`src/rtl/issue_queue_pkg.sv`:
```
// Shared sizing defaults and entry-index type for the issue-queue scheduler.
package issue_queue_pkg;
  localparam int DEF_QUEUE_LEN = 8;
  localparam int DEF_READ_NUM  = 2;
  localparam int DEF_WRITE_NUM = 2;
  localparam int DEF_IDX_W     = $clog2(DEF_QUEUE_LEN);

  typedef logic [DEF_IDX_W-1:0] entry_idx_t;
endpackage

```
`src/rtl/age_matrix.sv`:
```
// Age matrix: r_older[i][j]=1 when entry j is older than entry i.
// Emits, for each rank k, the one-hot candidate that has exactly k older candidates.
module age_matrix
  import issue_queue_pkg::*;
#(
  parameter int QUEUE_LEN = DEF_QUEUE_LEN,
  parameter int WRITE_NUM = DEF_WRITE_NUM,
  parameter int RANKS     = DEF_READ_NUM,
  localparam int IDX_W    = $clog2(QUEUE_LEN)
) (
  input  logic                            clk,
  input  logic                            resetn,
  input  logic                            i_flush,
  input  logic [WRITE_NUM-1:0]            i_alloc_valid,
  input  logic [WRITE_NUM-1:0][IDX_W-1:0] i_alloc_idx,
  input  logic [QUEUE_LEN-1:0]            i_occupied,
  input  logic [QUEUE_LEN-1:0]            i_cand,
  output logic [RANKS-1:0][QUEUE_LEN-1:0] o_kth_oldest
);
  localparam int RANK_W = IDX_W + 1;

  logic [QUEUE_LEN-1:0][QUEUE_LEN-1:0] r_older;
  logic [QUEUE_LEN-1:0][QUEUE_LEN-1:0] w_older_nxt;
  logic [QUEUE_LEN-1:0][QUEUE_LEN-1:0] w_row_load;
  logic [QUEUE_LEN-1:0]                w_alloc_mask;
  logic [QUEUE_LEN-1:0][RANK_W-1:0]    w_rank;

  always_comb begin
    w_alloc_mask = '0;
    w_row_load   = '0;
    // Lower-numbered ports allocating in the same cycle count as older.
    for (int k = 0; k < WRITE_NUM; k++) begin
      if (i_alloc_valid[k]) begin
        w_row_load[i_alloc_idx[k]]   = i_occupied | w_alloc_mask;
        w_alloc_mask[i_alloc_idx[k]] = 1'b1;
      end
    end
    for (int r = 0; r < QUEUE_LEN; r++) begin
      w_older_nxt[r] = w_alloc_mask[r] ? w_row_load[r] : (r_older[r] & ~w_alloc_mask);
    end
  end

  always_ff @(posedge clk or negedge resetn) begin
    if (!resetn) begin
      r_older <= '0;
    end else if (i_flush) begin
      r_older <= '0;
    end else begin
      r_older <= w_older_nxt;
    end
  end

  always_comb begin
    w_rank = '0;
    for (int i = 0; i < QUEUE_LEN; i++) begin
      for (int j = 0; j < QUEUE_LEN; j++) begin
        w_rank[i] = w_rank[i] + RANK_W'(r_older[i][j] & i_cand[j]);
      end
    end
  end

  always_comb begin
    o_kth_oldest = '0;
    for (int k = 0; k < RANKS; k++) begin
      for (int i = 0; i < QUEUE_LEN; i++) begin
        o_kth_oldest[k][i] = i_cand[i] & (w_rank[i] == RANK_W'(k));
      end
    end
  end
endmodule

```
`src/rtl/issue_select.sv`:
```
// Oldest-first multi-port issue selection with registered grants and
// per-port busy counters for non-pipelined execution units.
module issue_select
  import issue_queue_pkg::*;
#(
  parameter int QUEUE_LEN   = DEF_QUEUE_LEN,
  parameter int READ_NUM    = DEF_READ_NUM,
  parameter int WRITE_NUM   = DEF_WRITE_NUM,
  parameter int BUSY_CYCLES = 0,
  localparam int IDX_W      = $clog2(QUEUE_LEN)
) (
  input  logic                            clk,
  input  logic                            resetn,
  input  logic                            flush,
  input  logic [WRITE_NUM-1:0]            alloc_valid,
  input  logic [WRITE_NUM-1:0][IDX_W-1:0] alloc_idx,
  input  logic [QUEUE_LEN-1:0]            occupied,
  input  logic [QUEUE_LEN-1:0]            ready,
  input  logic                            stall,
  output logic [READ_NUM-1:0]             grant_valid,
  output logic [READ_NUM-1:0][IDX_W-1:0]  grant_idx,
  output logic [READ_NUM-1:0]             port_busy
);
  localparam int BUSY_W = (BUSY_CYCLES > 0) ? $clog2(BUSY_CYCLES + 1) : 1;

  logic [READ_NUM-1:0]                r_grant_valid;
  logic [READ_NUM-1:0][IDX_W-1:0]     r_grant_idx;
  logic [READ_NUM-1:0][BUSY_W-1:0]    r_busy_cnt;
  logic [QUEUE_LEN-1:0]               w_granted;
  logic [QUEUE_LEN-1:0]               w_alloc_mask;
  logic [QUEUE_LEN-1:0]               w_cand;
  logic [READ_NUM-1:0][QUEUE_LEN-1:0] w_kth;
  logic [READ_NUM-1:0]                w_sel_valid;
  logic [READ_NUM-1:0][IDX_W-1:0]     w_sel_idx;

  function automatic logic [IDX_W-1:0] oh2idx(input logic [QUEUE_LEN-1:0] oh);
    oh2idx = '0;
    for (int i = 0; i < QUEUE_LEN; i++) begin
      if (oh[i]) oh2idx = oh2idx | IDX_W'(i);
    end
  endfunction

  // Entries on the grant register are still marked occupied for one cycle.
  always_comb begin
    w_granted    = '0;
    w_alloc_mask = '0;
    for (int p = 0; p < READ_NUM; p++) begin
      if (r_grant_valid[p]) w_granted[r_grant_idx[p]] = 1'b1;
    end
    for (int k = 0; k < WRITE_NUM; k++) begin
      if (alloc_valid[k]) w_alloc_mask[alloc_idx[k]] = 1'b1;
    end
    w_cand = occupied & ready & ~(w_granted & occupied) & ~w_alloc_mask;
  end

  age_matrix #(
    .QUEUE_LEN (QUEUE_LEN),
    .WRITE_NUM (WRITE_NUM),
    .RANKS     (READ_NUM)
  ) u_age (
    .clk           (clk),
    .resetn        (resetn),
    .i_flush       (flush),
    .i_alloc_valid (alloc_valid),
    .i_alloc_idx   (alloc_idx),
    .i_occupied    (occupied),
    .i_cand        (w_cand),
    .o_kth_oldest  (w_kth)
  );

  // The n-th free port takes the n-th oldest candidate.
  always_comb begin
    int n;
    n           = 0;
    w_sel_valid = '0;
    w_sel_idx   = '0;
    for (int p = 0; p < READ_NUM; p++) begin
      if (!port_busy[p]) begin
        for (int k = 0; k < READ_NUM; k++) begin
          if (k == n && |w_kth[k]) begin
            w_sel_valid[p] = 1'b1;
            w_sel_idx[p]   = oh2idx(w_kth[k]);
          end
        end
        n++;
      end
    end
  end

  always_ff @(posedge clk or negedge resetn) begin
    if (!resetn) begin
      r_grant_valid <= '0;
      r_grant_idx   <= '0;
      r_busy_cnt    <= '0;
    end else if (flush) begin
      r_grant_valid <= '0;
      r_grant_idx   <= '0;
      r_busy_cnt    <= '0;
    end else begin
      if (!stall) begin
        r_grant_valid <= w_sel_valid;
        r_grant_idx   <= w_sel_idx;
      end
      for (int p = 0; p < READ_NUM; p++) begin
        if (!stall && w_sel_valid[p]) begin
          r_busy_cnt[p] <= BUSY_W'(BUSY_CYCLES);
        end else if (r_busy_cnt[p] != '0) begin
          r_busy_cnt[p] <= r_busy_cnt[p] - BUSY_W'(1);
        end
      end
    end
  end

  always_comb begin
    port_busy = '0;
    for (int p = 0; p < READ_NUM; p++) begin
      port_busy[p] = (r_busy_cnt[p] != '0);
    end
  end

  assign grant_valid = r_grant_valid;
  assign grant_idx   = r_grant_idx;
endmodule

```
`config.mk`:
```
export PLATFORM = sky130hd
export DESIGN_NAME = issue_select
export DESIGN_NICKNAME = d
export VERILOG_FILES = /design/src/rtl/issue_queue_pkg.sv /design/src/rtl/age_matrix.sv /design/src/rtl/issue_select.sv
export SDC_FILE = /design/constraint.sdc
export NUM_CORES = 1
export LEC_CHECK = 0
export CORE_ASPECT_RATIO = 0.9
export CORE_MARGIN = 4
export CORE_UTILIZATION = 25
export DETAILED_ROUTE_END_ITERATION = 8
export GPL_ROUTABILITY_DRIVEN = 0
export GPL_TIMING_DRIVEN = 0
export HOLD_SLACK_MARGIN = 0.05
export SYNTH_ARGS = -nofsm -noshare
export SYNTH_HDL_FRONTEND = slang
export SYNTH_HIERARCHICAL = 1
export SYNTH_SLANG_ARGS = --single-unit
```
`constraint.sdc`:
```
create_clock -name clk -period 6.05 [get_ports clk]
set_input_delay 1.21 -clock clk [delete_from_list [all_inputs] [get_ports clk]]
set_output_delay 1.21 -clock clk [all_outputs]
set_load 0.005 [all_outputs]
```
==> impl_metrics.toml, run 1 <==
[status]
status = "completed"

[routing]
top_layer = "met4"
drt-met1-wl_um = 9210
wl_met2_um = 8920
drtPass1Iterations = 5
via_count = 5630
drcViolationCount = 0
routed-wl-met3_um = 2450
drt-initial-drc-count = 641
viasPerCell = 5.42
wl_per_cell_um = 20.3
drtAntennaViolNets = 0
routed_wl_um = 21000

[clock_tree]
cts_tree = "done"
cts_buffer_depth = 2
root_buffer = "clkbuf_16"
clk_pin_slew_ns = 0.06
clk_latency_ns = 0.34
htree_levels = 3
cts_buffers = 9
clock_sinks = 72

[synthesis]
synthFlopType = "dfrtp_1"
yosysMostFrequentCell = "dfrtp_1"
synth_edf_count = 0
synth_area_leaders = "dfrtp_1 (30%), fa_1 (11%), ha_1 (5.0%)"
yosys-top-cells-count = "dfrtp_1 (72), nand2_1 (62), inv_1 (61)"
synth_area_um2 = 5970
yosys_warnings = 6
synth-seq-area-share_pct = 30.2
synth_top_area_share_pct = 30.2
postSynthAreaPerCell_um2 = 8.81
syn_inst = 678
synth_cell_type_count = 63
synth_top_cell_by_area = "dfrtp_1"
ys_ff_latch = 72
async_reset_ff_share_pct = 100

[sta]
skew_ns = 0.00651
rsz0062_at_grt = "yes"
slew_violations = 0
hold_viol = 0
fmax_ghz = 0.169
slew_headroom_pct = 39.7
period_needed_ns = 5.93
fin_crit_sh_pct = 98.0
worstMarginPinSlew_ns = 0.902
finalSetupViolations = 0

[pwr]
intPower_uw = 950
p_per_area_nw_per_um2 = 188
power_frac_clock_pct = 40.8
seqPwrFrac_pct = 38.9
p_switching_uw = 402
p_leak_nw = 3.08
power_frac_comb_pct = 20.3
ir_drop_v = 0.000169
switching_share_pct = 29.7

[cells_and_area]
fin_util_pct = 30.7
n_fill_cell = 2439
fin_nets = 816
syn2layout_area_growth_pct = 20.3
drive_gt1_share_pct = 14.4
n_antenna_cell = 0
design_area_um2 = 7190

[grt]
grt_antenna_before_repair = 1
grtUsageTotal_pct = 15.7
grt_max_degree = 67
overflow = 0
grt_pass1_wl_um = 31800
grt_pass1_vias = 5353

[worst_hold_path]
hold_depth = 2
hold_start = "u_age/r_older[23]$_DFF_PN0_"
hold_end = "u_age/r_older[23]$_DFF_PN0_"
hold_path.class = "reg -> reg"

[critical_path]
reg2reg_depth = 20
critPathCaptureType = "flip-flop"
regToRegEndpoint = "grant_idx[2]$_DFFE_PN0P_"
start_kind = "primary input"
rrSetupSlack_ns = 0.64
r2r-start = "grant_idx[0]$_DFFE_PN0P_"
cp_max_fo = 11
cp.required_ns = 6.26
arrival_ns = 6.14
critPathKind = "in -> reg"

[floorplanning]
start_util_pct = 25.5
ioPinCount = 38
core_um2 = 23400
rows = 53
die_y_um = 155
dieArea_um2 = 26400
dieWidth_um = 171

[placed_design]
placed_area_um2 = 6780
numPortBuffers = 33
hpwlAfterDp_um = 15600

[run]
max-cap-violations = 0
==> cells by family after synthesis <==
group | Yosys count | synth area share, %
other cells | 1 | 0.0628
buf+inv | 104 | 7.83
mux | 6 | 1.01
xor+xnor | 6 | 0.880
fa+ha+maj | 56 | 15.7
flops | 72 | 30.2
simple gates | 271 | 27.4
compound gates | 162 | 16.9
==> per-stage QoR <==
stage	setup TNS (ns)	hold slack (ns)	total power [mW]	std cells	setup WS, ns
6_report	0	0.504	1.35	1038	0.122
5_1_grt	-0.135	0.523	1.41	1038	-0.0552
4_1_cts	0	0.499	1.35	1035	0.000276
3_5_place_dp	-5.70	0.486	0.794	1020	-0.806
3_3_place_gp	-13.77	0.475	0.784	1014	-1.89
2_1_floorplan	0	0.460	0.672	679	0.558
==> state kept, by name (all words and copies together) (netlist names) <==
register       cells
grant_idx          6
grant_valid        2
u_age/r_older     64
==> power groups by stage <==
stage	sequential, mW	combinational, mW	clock (mW)
2_1_floorplan	0.528	0.144	0
3_3_place_gp	0.534	0.251	0
3_5_place_dp	0.534	0.260	0
4_1_cts	0.525	0.264	0.562
5_1_grt	0.528	0.296	0.580
6_report	0.526	0.275	0.551
==> cell type report <==
cell class | count | area (um^2) | share of cell area, %
plain buffers | 42 | 236 | 3.29
repair buffers | 43 | 392 | 5.45
clock inverters | 4 | 52.6 | 0.731
multi-input cells | 503 | 3850 | 53.5
flip-flops and latches | 72 | 1800 | 25.1
well taps | 302 | 378 | 5.26
inverters | 61 | 229 | 3.19
clock buffers | 11 | 253 | 3.52
==> worst max-delay path by stage <==
stage	from	to	slack [ns]	cells after the start
2_1_floorplan	alloc_idx[3]	grant_valid[1]$_DFFE_PN0P_	0.56	18
3_3_place_gp	alloc_idx[3]	grant_valid[1]$_DFFE_PN0P_	-1.89	19
3_5_place_dp	alloc_valid[1]	grant_idx[2]$_DFFE_PN0P_	-0.81	20
4_1_cts	alloc_idx[3]	grant_idx[2]$_DFFE_PN0P_	0.0003	20
5_1_grt	alloc_idx[2]	grant_idx[2]$_DFFE_PN0P_	-0.06	20
6_report	alloc_idx[2]	grant_idx[2]$_DFFE_PN0P_	0.12	20
==> what timing repair did <==
item                                    4_1_cts  5_1_grt
buffers inserted                              1        3
hold buffers                                  0        0
gates cloned                                  0        0
endpoints found under the setup margin        8        8
gates resized for setup                      29       29
pin swaps                                     1        5
==> worst max-delay path, cell delays in order <==
cell,delay [ns]
clkdlybuf4s15_2,0.32
nor4bb_4,0.39
nor4_4,0.09
buf_4,0.19
buf_4,0.17
and2_1,0.17
fa_1,0.52
inv_1,0.06
fa_1,0.56
inv_1,0.07
fa_1,0.54
ha_1,0.17
inv_1,0.06
fa_1,0.37
nor2b_1,0.14
a31oi_1,0.19
nor3_1,0.13
or4_4,0.54
mux2i_2,0.20
nor2_1,0.06
==> cell usage in the layout (no fill, tap or decap), types with 21 or more instances in the layout <==
| cell | instances |
|---|---|
| buf_4 | 24 |
| ha_1 | 24 |
| and2_1 | 46 |
| inv_1 | 61 |
| fa_1 | 32 |
| nor2_1 | 29 |
| nand2_1 | 61 |
| a21oi_1 | 58 |
| clkdlybuf4s50_1 | 21 |
| dfrtp_1 | 72 |
| o21ai_0 | 26 |
| nand3_1 | 28 |
==> per-layer routing <==
layer	global-route usage, %	up-vias
met1	22.4	2741
met3	4.83	41
li1	-	2523
met5	0	-
met4	4.07	0
met2	23.1	325
Note: power is estimated with default switching activity, not from simulation.
==> inputs of run 2 (changes only) <==
--- a/config.mk
+++ b/config.mk
@@ -12,6 +12,7 @@
 export GPL_ROUTABILITY_DRIVEN = 0
 export GPL_TIMING_DRIVEN = 0
 export HOLD_SLACK_MARGIN = 0.05
+export SKIP_LAST_GASP = 1
 export SYNTH_ARGS = -nofsm -noshare
 export SYNTH_HDL_FRONTEND = slang
 export SYNTH_HIERARCHICAL = 1
==> run 2 against run 1 <==
Effect of this change: register-to-register slack about the same; critical path depth stayed put; maximum frequency down 0.35%; non-clock buffer count unchanged; routed wire length increased by 0.22%; global-route usage stayed put; sequential power is essentially flat; power rose by 0.20%; critical endpoint unchanged.
==> impl_metrics.toml, run 2 (synthesis gave the netlist of run 1 again) <==
[floorplanning]
die_y_um = 155
ioPinCount = 38
dieWidth_um = 171
dieArea_um2 = 26400
core_um2 = 23400
start_util_pct = 25.5
rows = 53

[critical_path]
cpMostUsedCell = "fa_1"
worst-path-buf-inv = 6
cp.required_ns = 6.27
critPathKind = "in -> reg"
cp_max_fo = 11
arrival_ns = 6.17
crit_family = "adder cells"
cp_slowest_cell = "fa_1"
critPathCaptureType = "flip-flop"
max_stage_delay_ns = 0.56
critical_path.cell_chain = "clkdlybuf4s15_2 > nor4bb_4 > nor4_4 > buf_4 > buf_4 > and2_1 > fa_1 > inv_1 > fa_1 > inv_1 > fa_1 > ha_1 > inv_1 > fa_1 > nor2b_1 > a31oi_1 > nor3_1 > or4_4 > mux2i_2 > nor2_1"
start_kind = "primary input"

[routing]
viasPerCell = 5.40
routed_wl_um = 21100
via_count = 5609
drcViolationCount = 0
drtAntennaViolNets = 0
drt-initial-drc-count = 594
wl_per_cell_um = 20.3
drtPass1Iterations = 5

[sta]
slew_violations = 0
rsz0062_at_grt = "yes"
finalSetupViolations = 0
fin_crit_sh_pct = 98.3
slew_headroom_pct = 36.9
fin_ws_ns = 0.101
worstMarginPinSlew_ns = 0.943
timing.hold.ws_ns = 0.504
hold_viol = 0
period_needed_ns = 5.95
skew_ns = 0.00589
fmax_ghz = 0.168

[pwr]
ir_drop_v = 0.000169
p_switching_uw = 405
p_per_area_nw_per_um2 = 189
p_leak_nw = 3.07
seqPwrFrac_pct = 38.9
power_frac_comb_pct = 20.3
switching_share_pct = 29.9
intPower_uw = 950
power_frac_clock_pct = 40.8

[status]
status = "completed"

[cells_and_area]
n_antenna_cell = 0
design_area_um2 = 7180
drive_gt1_share_pct = 14.1
final_common_cell = "dfrtp_1"
largest_reg_flops = 64
fin_nets = 816
regMostFlops = "u_age/r_older"
layout_common_cells = "dfrtp_1 (72), nand2_1 (61), inv_1 (61), a21oi_1 (58), and2_1 (46)"
fin_util_pct = 30.7
syn2layout_area_growth_pct = 20.2

[clock_tree]
cts_buffer_depth = 2
clk_pin_slew_ns = 0.06
cts_buffers = 9
cts_tree = "done"
clock_sinks = 72
htree_levels = 3
clk_latency_ns = 0.35
root_buffer = "clkbuf_16"
ctsHoldBuffers = 0

[placed_design]
numPortBuffers = 33
dp_slack_ns = -0.806
placed_area_um2 = 6780
hpwlAfterDp_um = 15600

[grt]
grt_pass1_vias = 5353
overflow = 0
grt_antenna_before_repair = 1
grt_pass1_wl_um = 31800
grtUsageTotal_pct = 15.7
grt_max_degree = 67

[run]
max-cap-violations = 0

[worst_hold_path]
hold_path.class = "reg -> reg"
run 2: changes by cell type in the layout (fill, tap and decap cells not counted), sizes merged:
cell           change
buf                +1
clkbuf             -2
clkdlybuf4s15      +1
clkdlybuf4s50      +1
dlymetal6s2s       -1
run 2: final timing paths:
path | start | endpoint | slack [ns] | cells after the start
max in group asynchronous | resetn | u_age/r_older[60]$_DFF_PN0_ | 4.81 | 2
min | u_age/r_older[60]$_DFF_PN0_ | u_age/r_older[60]$_DFF_PN0_ | 0.50 | 2
max | alloc_idx[2] | grant_idx[2]$_DFFE_PN0P_ | 0.10 | 20
min reg2reg | u_age/r_older[60]$_DFF_PN0_ | u_age/r_older[60]$_DFF_PN0_ | 0.50 | 2
max reg2reg | grant_idx[0]$_DFFE_PN0P_ | grant_idx[2]$_DFFE_PN0P_ | 0.64 | 20
min in group asynchronous | resetn | grant_idx[2]$_DFFE_PN0P_ | 0.68 | 1
run 2: tightest hold or removal path: cells and delay by family (launching register included):
family | cells | cell delay [ns]
DFF | 1 | 0.34
and+or+nand+nor | 1 | 0.06
AOI/OAI and AO/OA | 1 | 0.06
run 2: stage by stage:
stage               total power [mW]  instances  setup TNS (ns)
finish                          1.35       1038               0
global route                    1.40       1038          -0.197
CTS                             1.35       1035               0
detailed placement             0.794       1020           -5.70
global placement               0.784       1014          -13.77
floorplan                      0.672        679               0
run 2: power by group through the flow:
stage | combinational (mW) | sequential (mW) | clock, mW
floorplan | 0.144 | 0.528 | 0
CTS | 0.264 | 0.525 | 0.562
finish | 0.275 | 0.526 | 0.553
detailed placement | 0.260 | 0.534 | 0
global placement | 0.251 | 0.534 | 0
global route | 0.296 | 0.528 | 0.580
run 2: what timing repair did:
item                       CTS  global route
resized for setup           29            25
buffers inserted             1             3
pin swaps                    1             4
setup endpoints to repair    8             8
gates cloned                 0             0
run 2: final cells by class:
cell class | instances | area (um^2)
fillers | 2439 | 16200
multi-input cells | 503 | 3840
flip-flops and latches | 72 | 1800
repair buffers | 43 | 392
well taps | 302 | 378
clock buffers | 11 | 253
plain buffers | 42 | 236
inverters | 61 | 229
clock inverters | 4 | 52.6
run 2: layer usage:
layer,GRT usage (%),up-vias,wire length [um]
met5,0,-,0
met4,4.07,0,401
met3,4.83,37,2410
met2,23.1,335,8880
met1,22.4,2717,9380
li1,-,2520,-
==> inputs of run 3 (changes only) <==
--- a/config.mk
+++ b/config.mk
@@ -5,6 +5,7 @@
 export SDC_FILE = /design/constraint.sdc
 export NUM_CORES = 1
 export LEC_CHECK = 0
+export CAP_MARGIN = 20
 export CORE_ASPECT_RATIO = 0.9
 export CORE_MARGIN = 4
 export CORE_UTILIZATION = 25
==> run 3 against run 2 <==
Effect of this change: clock power is essentially flat; global-route usage is the same; maximum frequency is the same; final area unchanged; sequential share of layout area is the same; combinational power hardly changed; setup slack did not move; clock skew unchanged; clock-buffer cell count stayed put; critical path type unchanged; highest routed layer unchanged.
==> impl_metrics.toml, run 3 (synthesis gave the netlist of run 1 again) <==
[clock_tree]
clock_sinks = 72
cts_buffer_depth = 2
cts_buffers = 9
cts_tree = "done"
clk_pin_slew_ns = 0.06
root_buffer = "clkbuf_16"
clk_latency_ns = 0.35
htree_levels = 3

[critical_path]
cpMostUsedCell = "fa_1"
cp.required_ns = 6.27
critPathLaunch = "alloc_idx[2]"
r2r-start = "grant_idx[0]$_DFFE_PN0P_"
cp_slowest_cell = "fa_1"
cp_max_fo = 11
critPathKind = "in -> reg"
critical_path_depth = 20
arrival_ns = 6.17
critical_path.cell_chain = "clkdlybuf4s15_2 > nor4bb_4 > nor4_4 > buf_4 > buf_4 > and2_1 > fa_1 > inv_1 > fa_1 > inv_1 > fa_1 > ha_1 > inv_1 > fa_1 > nor2b_1 > a31oi_1 > nor3_1 > or4_4 > mux2i_2 > nor2_1"
critPathCaptureType = "flip-flop"
start_kind = "primary input"
crit_family = "adder cells"
reg2reg_depth = 20
max_stage_delay_ns = 0.56
worst-path-buf-inv = 6

[routing]
routed_wl_um = 21100
drcViolationCount = 0
wl_per_cell_um = 20.3
drt-initial-drc-count = 594
drtAntennaViolNets = 0
viasPerCell = 5.40
via_count = 5609
drtPass1Iterations = 5

[sta]
fin_crit_sh_pct = 98.3
slew_headroom_pct = 36.9
finalSetupViolations = 0
slew_violations = 0
period_needed_ns = 5.95
hold_viol = 0
rsz0062_at_grt = "yes"
skew_ns = 0.00589
fmax_ghz = 0.168
worstMarginPinSlew_ns = 0.943

[grt]
grt_pass1_wl_um = 31800
grt_max_degree = 67
overflow = 0
grt_antenna_before_repair = 1
grt_pass1_vias = 5353
grtUsageTotal_pct = 15.7

[pwr]
ir_drop_v = 0.000169
p_leak_nw = 3.07
p_per_area_nw_per_um2 = 189
power_mw = 1.35

[cells_and_area]
final_common_cell = "dfrtp_1"
n_antenna_cell = 0
fin_cells = 1038
layout_common_cells = "dfrtp_1 (72), nand2_1 (61), inv_1 (61), a21oi_1 (58), and2_1 (46)"
regMostFlops = "u_age/r_older"
fin_nets = 816
syn2layout_area_growth_pct = 20.2
drive_gt1_share_pct = 14.1
largest_reg_flops = 64

[floorplanning]
rows = 53
start_util_pct = 25.5
ioPinCount = 38
dieArea_um2 = 26400
die_y_um = 155
core_um2 = 23400
dieWidth_um = 171

[worst_hold_path]
hold_start = "u_age/r_older[60]$_DFF_PN0_"
hold_depth = 2
hold_path.class = "reg -> reg"

[status]
status = "completed"

[placed_design]
hpwlAfterDp_um = 15600
dp.cells = 1020
numPortBuffers = 33

[run]
max-cap-violations = 0
run 3: layout make-up:
class                   count  area (um^2)
plain buffers              42          236
clock buffers              11          253
clock inverters             4         52.6
fillers                  2439        16200
inverters                  61          229
multi-input cells         503         3840
flip-flops and latches     72         1800
well taps                 302          378
repair buffers             43          392
run 3: worst min-delay path: stages (launching register included):
cell and delay, ns:
dfrtp_1 0.34, nand3_1 0.06, o31ai_1 0.06
run 3: worst paths after layout:
kind | endpoint | slack [ns]
max | grant_idx[2]$_DFFE_PN0P_ | 0.10
min | u_age/r_older[60]$_DFF_PN0_ | 0.50
max reg2reg | grant_idx[2]$_DFFE_PN0P_ | 0.64
min reg2reg | u_age/r_older[60]$_DFF_PN0_ | 0.50
max in group asynchronous | u_age/r_older[60]$_DFF_PN0_ | 4.81
min in group asynchronous | grant_idx[2]$_DFFE_PN0P_ | 0.68
run 3: repair_timing:
action / CTS / global route
cloned: 0 / 0
pin swaps: 1 / 4
gates resized for setup: 29 / 25
hold buffers: 0 / 0
setup endpoints to repair: 8 / 8
buffers inserted: 1 / 3
run 3: report_power, final:
part | internal, mW | switching (mW) | leakage (nW) | total (mW)
clock | 0.341 | 0.212 | 0.152 | 0.553
combinational | 0.102 | 0.173 | 1.93 | 0.275
sequential | 0.507 | 0.0192 | 0.981 | 0.526
run 3: metrics by stage:
stage          hold WS, ns  setup TNS [ns]  area [um^2]  setup slack, ns  util [%]
2_1_floorplan        0.460               0         5980            0.558         -
3_3_place_gp         0.475          -13.77         6690            -1.89      28.6
3_5_place_dp         0.486           -5.70         6780           -0.806      29.0
4_1_cts              0.499               0         7140         0.000276      30.5
5_1_grt              0.523          -0.197         7180          -0.0715      30.7
6_report             0.504               0         7180            0.101      30.7
run 3: per-layer routing:
| metal | GRT usage, % | vias to the layer above | wire, um |
|---|---|---|---|
| met5 | 0 | - | 0 |
| met4 | 4.07 | 0 | 401 |
| met3 | 4.83 | 37 | 2410 |
| met2 | 23.1 | 335 | 8880 |
| met1 | 22.4 | 2717 | 9380 |
| li1 | - | 2520 | - |
